--- src/rtl/trap_ctrl.sv ---
// Machine-mode trap sequencer: takes timer interrupts, ECALL and MRET at a commit boundary,
// writes mepc/mcause/mstatus one at a time through a CSR port shared with the CPU, then redirects the PC.
module trap_ctrl (
  input  logic        clk,
  input  logic        rst,
  input  logic        inst_valid_i,
  input  logic [63:0] inst_pc_i,
  input  logic        ecall_i,
  input  logic        mret_i,
  input  logic        global_int_en_i,
  input  logic        mtime_int_en_i,
  input  logic        mtime_int_pend_i,
  input  logic [63:0] csr_mtvec_i,
  input  logic [63:0] csr_mepc_i,
  input  logic [63:0] csr_mstatus_i,
  input  logic        cpu_csr_wen_i,
  output logic        mepc_wen_o,
  output logic [63:0] mepc_wdata_o,
  output logic        mcause_wen_o,
  output logic [63:0] mcause_wdata_o,
  output logic        mstatus_wen_o,
  output logic [63:0] mstatus_wdata_o,
  output logic        hold_o,
  output logic        redirect_o,
  output logic [63:0] redirect_pc_o
);

  localparam logic [63:0] INT_CAUSE   = 64'h8000_0000_0000_0007;
  localparam logic [63:0] ECALL_CAUSE = 64'd11;

  typedef enum logic [2:0] {
    IDLE     = 3'd0,
    W_EPC    = 3'd1,
    W_CAUSE  = 3'd2,
    W_STATUS = 3'd3,
    MRET_ST  = 3'd4,
    JUMP     = 3'd5
  } state_t;

  state_t      state, state_nxt;
  logic [63:0] pc_q, cause_q;
  logic        is_mret_q;
  logic        int_take, ecall_take, mret_take;

  assign int_take   = inst_valid_i & global_int_en_i & mtime_int_en_i & mtime_int_pend_i;
  assign ecall_take = inst_valid_i & ecall_i;
  assign mret_take  = inst_valid_i & mret_i;

  always_ff @(posedge clk or posedge rst) begin
    if (rst) begin
      state     <= IDLE;
      pc_q      <= '0;
      cause_q   <= '0;
      is_mret_q <= 1'b0;
    end else begin
      state <= state_nxt;
      if (state == IDLE) begin
        if (int_take | ecall_take) begin
          pc_q      <= inst_pc_i;
          cause_q   <= int_take ? INT_CAUSE : ECALL_CAUSE;
          is_mret_q <= 1'b0;
        end else if (mret_take) begin
          is_mret_q <= 1'b1;
        end
      end
    end
  end

  always_comb begin
    state_nxt       = state;
    mepc_wen_o      = 1'b0;
    mepc_wdata_o    = '0;
    mcause_wen_o    = 1'b0;
    mcause_wdata_o  = '0;
    mstatus_wen_o   = 1'b0;
    mstatus_wdata_o = '0;
    hold_o          = 1'b0;
    redirect_o      = 1'b0;
    redirect_pc_o   = '0;
    case (state)
      IDLE: begin
        if (int_take | ecall_take) begin
          hold_o    = 1'b1;
          state_nxt = W_EPC;
        end else if (mret_take) begin
          hold_o    = 1'b1;
          state_nxt = MRET_ST;
        end
      end
      // Write states yield the CSR port to the CPU and retry on the next free cycle.
      W_EPC: begin
        hold_o = 1'b1;
        if (!cpu_csr_wen_i) begin
          mepc_wen_o   = 1'b1;
          mepc_wdata_o = pc_q;
          state_nxt    = W_CAUSE;
        end
      end
      W_CAUSE: begin
        hold_o = 1'b1;
        if (!cpu_csr_wen_i) begin
          mcause_wen_o   = 1'b1;
          mcause_wdata_o = cause_q;
          state_nxt      = W_STATUS;
        end
      end
      W_STATUS: begin
        hold_o = 1'b1;
        if (!cpu_csr_wen_i) begin
          mstatus_wen_o       = 1'b1;
          mstatus_wdata_o     = csr_mstatus_i;
          mstatus_wdata_o[7]  = csr_mstatus_i[3];
          mstatus_wdata_o[3]  = 1'b0;
          mstatus_wdata_o[12:11] = 2'b11;
          state_nxt           = JUMP;
        end
      end
      MRET_ST: begin
        hold_o = 1'b1;
        if (!cpu_csr_wen_i) begin
          mstatus_wen_o       = 1'b1;
          mstatus_wdata_o     = csr_mstatus_i;
          mstatus_wdata_o[3]  = csr_mstatus_i[7];
          mstatus_wdata_o[7]  = 1'b1;
          mstatus_wdata_o[12:11] = 2'b11;
          state_nxt           = JUMP;
        end
      end
      JUMP: begin
        hold_o        = 1'b1;
        redirect_o    = 1'b1;
        redirect_pc_o = is_mret_q ? csr_mepc_i : {csr_mtvec_i[63:2], 2'b00};
        state_nxt     = IDLE;
      end
      default: state_nxt = IDLE;
    endcase
    // Outputs must drop in the same cycle reset rises, not only after the state clears.
    if (rst) begin
      mepc_wen_o      = 1'b0;
      mepc_wdata_o    = '0;
      mcause_wen_o    = 1'b0;
      mcause_wdata_o  = '0;
      mstatus_wen_o   = 1'b0;
      mstatus_wdata_o = '0;
      hold_o          = 1'b0;
      redirect_o      = 1'b0;
      redirect_pc_o   = '0;
    end
  end

endmodule

--- config.mk ---
export PLATFORM = sky130hd
export DESIGN_NAME = trap_ctrl
export DESIGN_NICKNAME = d
export VERILOG_FILES = /design/src/rtl/trap_ctrl.sv
export SDC_FILE = /design/constraint.sdc
export NUM_CORES = 1
export LEC_CHECK = 0
export CORE_AREA = 8 8 196 198
export DETAILED_ROUTE_END_ITERATION = 10
export DIE_AREA = 0 0 204 206
export GPL_ROUTABILITY_DRIVEN = 0
export GPL_TIMING_DRIVEN = 0
export PLACE_DENSITY_LB_ADDON = 0.05
export SYNTH_ARGS = -nofsm -noshare
export SYNTH_HDL_FRONTEND = slang
export SYNTH_SLANG_ARGS = --single-unit
--- constraint.sdc ---
create_clock -name clk -period 3 [get_ports clk]
set_clock_uncertainty 0.05 [all_clocks]
set_input_delay 0.75 -clock clk [delete_from_list [all_inputs] [get_ports clk]]
set_output_delay 0.75 -clock clk [all_outputs]
set_load 0.005 [all_outputs]
# [After elaboration in Yosys (flattened, before gate mapping)]
# Cells that the tools add are included.
# Widths: inputs -> output; s select.
[totals] ff_bits=132 out_inout_bits=261 elab_cells=61
[op_classes] n_eq_ne=9 mux=35 n_bitwise=6 reduce_logical=7
[op_table] cell="$mux 64" count=13
[op_table] cell="$pmux 64 s2" count=1
[op_table] cell="$mux 3" count=5
[op_table] cell="$mux 1" count=14
[op_table] cell="$pmux 3 s4" count=1
[op_table] cell="$eq 3x2->1 const B" count=2
[op_table] cell="$eq 3x3->1 const B" count=2
[op_table] cell="$ne 2x2->1 const B" count=3
[op_table] cell="$and 1x1->1" count=5
[op_table] cell="$reduce_or 5->1" count=1
[op_table] cell="$reduce_and 2->1" count=2
[op_table] cell="$reduce_and 4->1" count=1
[op_table] cell="$eq 3x1->1 const B" count=1
[op_table] cell="$logic_not 3->1" count=1
[op_table] cell="$ne 3x2->1 const B" count=1
[op_table] cell="$pmux 1 s2" count=1
[op_table] cell="$reduce_bool 2->1" count=1
[op_table] cell="$reduce_or 2->1" count=1
[op_table] cell="$or 1x1->1" count=1

# [Depth between registers and ports, before layout]
# Gate-level depths: netlist of the first run.
[logic_depth] ltp_word=7 mapped_depth=5 ltp_nobuf=4

# [Worst setup path before layout of the first run]
# No wires, ideal clock.
[synth_path] path_type="in2out" start="input port cpu_csr_wen_i" end="output port mepc_wdata_o[15]" arrival_time_ns=1.859 required_ns=2.200 path_slack_ns=0.341 stages=5 n_path_buf=3 cell_sequence="clkbuf_1 -> nor3b_1 -> clkbuf_1 -> clkbuf_1 -> and3_1"
[synth_between] elab_chain_len=3
[synth_lines] element="from (decl)" line_no="16" text="input logic cpu_csr_wen_i,"
[synth_lines] element="$mux 64" line_no="93" text="if (!cpu_csr_wen_i) begin"
[synth_lines] element="$mux 64" line_no="80" text="case (state)"
[synth_lines] element="$mux 64" line_no="138" text="if (rst) begin"
[synth_lines] element="to (decl)" line_no="18" text="output logic [63:0] mepc_wdata_o,"
# Every way passes these cells.

# [Final worst setup path of the first run]
[layout_path] start="register state[0]" end="output port mstatus_wdata_o[46]"
[layout_between] elab_chain_len=3 elab_cells_between_ends=4 classes_between="eq/ne: 2; mux: 2"
[layout_lines] element="from (decl)" line_no="40" text="state_t state, state_nxt;"
[layout_lines] element="from (signal assigned)" line_no="56" text="state <= state_nxt;"
[layout_lines] element="$eq 3x3->1 / $eq 3x2->1 (equally long branches)" line_no="80"
[layout_lines] element="$pmux 64 s2 (*)" line_no="80"
[layout_lines] element="$mux 64 (*)" line_no="138"
[layout_lines] element="to (decl)" line_no="22" text="output logic [63:0] mstatus_wdata_o,"
# Mark *: on every way between the ends. The rest lies on a longest branch, timed or not.

==> results by group, run 1 <==
Outcome
  • Status: finished, violations left
  • Failing checks: setup timing

Logic synthesis
  • Commonest cells in the netlist: dfrtp_1, and3_1, nor2_1, mux2_2
  • Yosys warns: 0
  • Cells after synthesis: around 540
  • Synth cell types: 35
  • Area leader, netlist: dfrtp_1
  • Post-Syn Area: 5120 sq um
  • Synth Area in Simple Gates: 22.9%
  • Seq/Total Area, Yosys: 34.7%
  • Top-count cell post-synth: dfrtp_1
  • Combinational family with the most area after synthesis: multiplexers
  • Post-synthesis compound-gate area fraction: 2.08%
  • Asr flop ratio synth: 100%
  • Synth Area in XOR/XNOR: less than 1%
  • Share of the synthesized area in the top cell type: between 30% and 40%
  • Adder-cell area share of the yosys netlist: 0%
  • Synth area leaders: dfrtp_1, mux2_2, mux2i_1, buf_4, and3_1
  • Post-synth EDFFs: 0
  • Primary FF master, synth: dfrtp_1
  • Avg Cell Area, Syn: 9.55 sq um
  • Mux cell area share after synthesis: a little over a quarter
  • Register bit total from synthesis: between 70 and 80

Hold path
  • Hold crit path type: primary input to asynchronous set/reset pin

Cells and area
  • Proportion of layout cells with a drive suffix above 1: 30.9%
  • Final cell count without fillers: ~1600
  • Area grow syn2layout: 126%
  • Final Util: 32.8%
  • Nets: 1364
  • Fillers: approximately 3700

Critical path
  • Critical Path Sink Type: output pin
  • Critical path class: register to output pin
  • Most frequent CP cell: buf_6
  • R2r startpoint: state[0]$_DFFE_PP0P_
  • CP Launch Type: register
  • Max incr delay on CP: 0.42 ns
  • Critical-path top delay cell: or3b_4
  • WP data arrival: 2.22 ns
  • CP cell instances: buf_6 > or3b_4 > a211oi_4 > buf_6 > buf_6 > buf_6 > buf_8 > and2_4 > buf_6
  • CP required: 2.20 ns
  • R2R cell count: 6
  • Worst r2r dst: pc_q[52]$_DFFE_PP0P_
  • FF-to-FF setup slack: between 0.6 and 0.7 ns
  • Crit Path Max Fanout: 5

Timing
  • Worst slew pin tran: about 0.6 ns
  • Unrepaired setup endpoints after global routing: yes
  • Setup WS post-layout: -0.0209 ns
  • Final Cycle Share: 101%
  • Fin. Hold Viols: 0
  • Slew Viols, Final: 0
  • Crit path time final: 3.02 ns
  • # setup viols final: 10
  • Max Clk Rate: 331 MHz
  • Slew headroom: roughly three fifths

Floorplan
  • Die H: 206 um
  • Core area: 35200 sq um
  • Die area: 42000 sq um
  • Die W: 204 um
  • Starting Density: between 10% and 20%
  • Row count: between 60 and 70
  • Ports: 526

Clock network
  • Clk sink count: 71
  • CTS tree: yes
  • Clk slew on worst S/H paths: ~0.070 ns
  • Worst skew pair latency: 0.33 ns
  • Hold-fix buffers, CTS: 0
  • Htree depth: 3
  • Total CTS buffers: 9
  • Root buf cell: clkbuf_16
  • CTS Buffer Depth: 2

GRT
  • Vias in the first global route: roughly 6000
  • Global-route wire length before repair: around 50000 um
  • Largest net degree at the start of global routing: 45
  • GRT Util Overall: 16.5%
  • Number of antenna violations at the first check in global routing: 13
  • Total grt overflow: 0

Route
  • Final antenna-violating net count: 0
  • Residual DRC: 0
  • Routed wire length: roughly 37000 um
  • Vias: between 5000 and 6000
  • WL/cell: about 23 um
  • Max layer used: met5
  • Routed vias/inst: ~3.7
  • Metal3 WL: 3640 um
  • WL met2: between 15000 and 20000 um
  • 1st-iter DRT viols: 162
  • First-pass iteration count of the detailed router: 4
  • Met1 Wirelength: 13600 um

Power
  • Pwr Density: 530 nW/um^2
  • Peak VDD IR: 0.000244 V
  • Leak: 6.13 nW

Placement
  • Post-placement cell count: 1517
  • Worst slack at placement: -1.39 ns
  • HPWL reported at the end of detailed placement: 30500 um
  • IO buf count: between 400 and 500

Job
  • Max-Cap Viols: 0
==> worst max-delay path: cells and delay by family (launching register included) <==
| kind | cells | cell delay (ns) |
|---|---|---|
| flip-flops | 1 | 0.40 |
| AO/OA/AOI/OAI | 1 | 0.25 |
| buffers and inverters | 6 | 0.68 |
| AND/OR/NAND/NOR | 2 | 0.55 |
==> state kept, by name (all words and copies together), names as in the netlist <==
register / flops
pc_q: 64
cause_q: 3
state: 3
is_mret_q: 1
==> cell type report <==
type / count / area (sq um) / share of cell area (%)
Clock buffer: 10 / 229 / 1.98
Tap cell: 461 / 577 / 4.99
Buffer: 105 / 965 / 8.35
Multi-Input combinational cell: 413 / 3040 / 26.3
Timing Repair Buffer: 495 / 4860 / 42.0
Antenna cell: 2 / 5.00 / 0.0433
Inverter: 4 / 17.5 / 0.152
Sequential cell: 71 / 1780 / 15.4
Clock inverter: 6 / 92.6 / 0.801
==> cell families after synthesis <==
group,count (synthesis)
other,1
and+or+nand+nor,212
buffers and inverters,110
muxes,127
DFF,71
AOI/OAI and AO/OA,14
xor gates and xnor gates,1
==> cell usage in the layout, fill, tap and decap left out, types with 2 or more instances in the layout <==
| cell | count |
|---|---|
| mux2_2 | 64 |
| conb_1 | 59 |
| dfrtp_2 | 2 |
| diode_2 | 2 |
| nor4_1 | 2 |
| clkbuf_1 | 2 |
| buf_2 | 18 |
| nand3b_1 | 2 |
| dfrtp_1 | 69 |
| clkbuf_2 | 4 |
| and2_1 | 17 |
| a31oi_1 | 2 |
| buf_4 | 87 |
| clkbuf_8 | 15 |
| bufinv_16 | 2 |
| clkbuf_16 | 11 |
| a21oi_1 | 4 |
| dlygate4sd2_1 | 96 |
| mux2i_1 | 63 |
| and3_1 | 69 |
| dlymetal6s2s_1 | 22 |
| nor2_1 | 61 |
| buf_6 | 56 |
| buf_8 | 10 |
| clkinvlp_4 | 2 |
| nor2_2 | 3 |
| inv_1 | 2 |
| clkdlybuf4s15_1 | 3 |
| and2_4 | 44 |
| nand2_1 | 3 |
| clkbuf_4 | 8 |
| clkdlybuf4s50_1 | 276 |
==> timing repair <==
item / CTS / global route
resized for setup: 471 / 128
buffers inserted: 27 / 0
pin swaps: 11 / 45
endpoints found under the setup margin: 202 / 99
gates cloned: 9 / 0
==> worst max path at each step <==
stage | start | to | slack (ns) | cells past startpoint
floorplan | cpu_csr_wen_i | mepc_wdata_o[15] | 0.34 | 5
global placement | rst | pc_q[37]$_DFFE_PP0P_ | -1.68 | 2
detailed placement | rst | mepc_wdata_o[55] | -1.39 | 6
CTS | state[0]$_DFFE_PP0P_ | mstatus_wdata_o[48] | -0.08 | 9
global route | state[0]$_DFFE_PP0P_ | mstatus_wdata_o[46] | -0.13 | 9
finish | state[0]$_DFFE_PP0P_ | mstatus_wdata_o[46] | -0.02 | 9
==> power breakdown <==
| part | leakage [nW] | switching (mW) | internal, mW |
|---|---|---|---|
| registers | 0.840 | 0.219 | 1.44 |
| clock network | 0.149 | 0.462 | 0.734 |
| logic | 5.14 | 1.35 | 1.92 |
| total | 6.13 | 2.04 | 4.09 |
==> per-layer routing <==
layer	up-vias	track usage, %
met5	-	0
met4	24	3.63
met3	46	7.48
met2	239	29.3
met1	2650	17.8
li1	2824	-
==> stage by stage <==
step	hold WS (ns)	power, mW	setup TNS (ns)	cell area, sq um
floorplan	0.376	3.21	0	5340
global placement	0.400	4.56	-307.33	10500
detailed placement	0.408	4.58	-193.60	10600
CTS	0.428	6.17	-0.665	11200
global route	0.453	6.54	-2.11	11600
finish	0.429	6.13	-0.136	11600
No activity file was read; power rests on OpenSTA's default activity.
==> run 2, diff against run 1 <==
Settings changed: TNS_END_PERCENT from default to 100.
==> results of run 2 <==
No change in the layout: final DEF, timing and power equal those of run 1.
==> run 3, diff against run 2 <==
Settings changed: SLEW_MARGIN from default to 20.
==> results of run 3 <==
No change in the layout: final DEF, timing and power equal those of run 1.
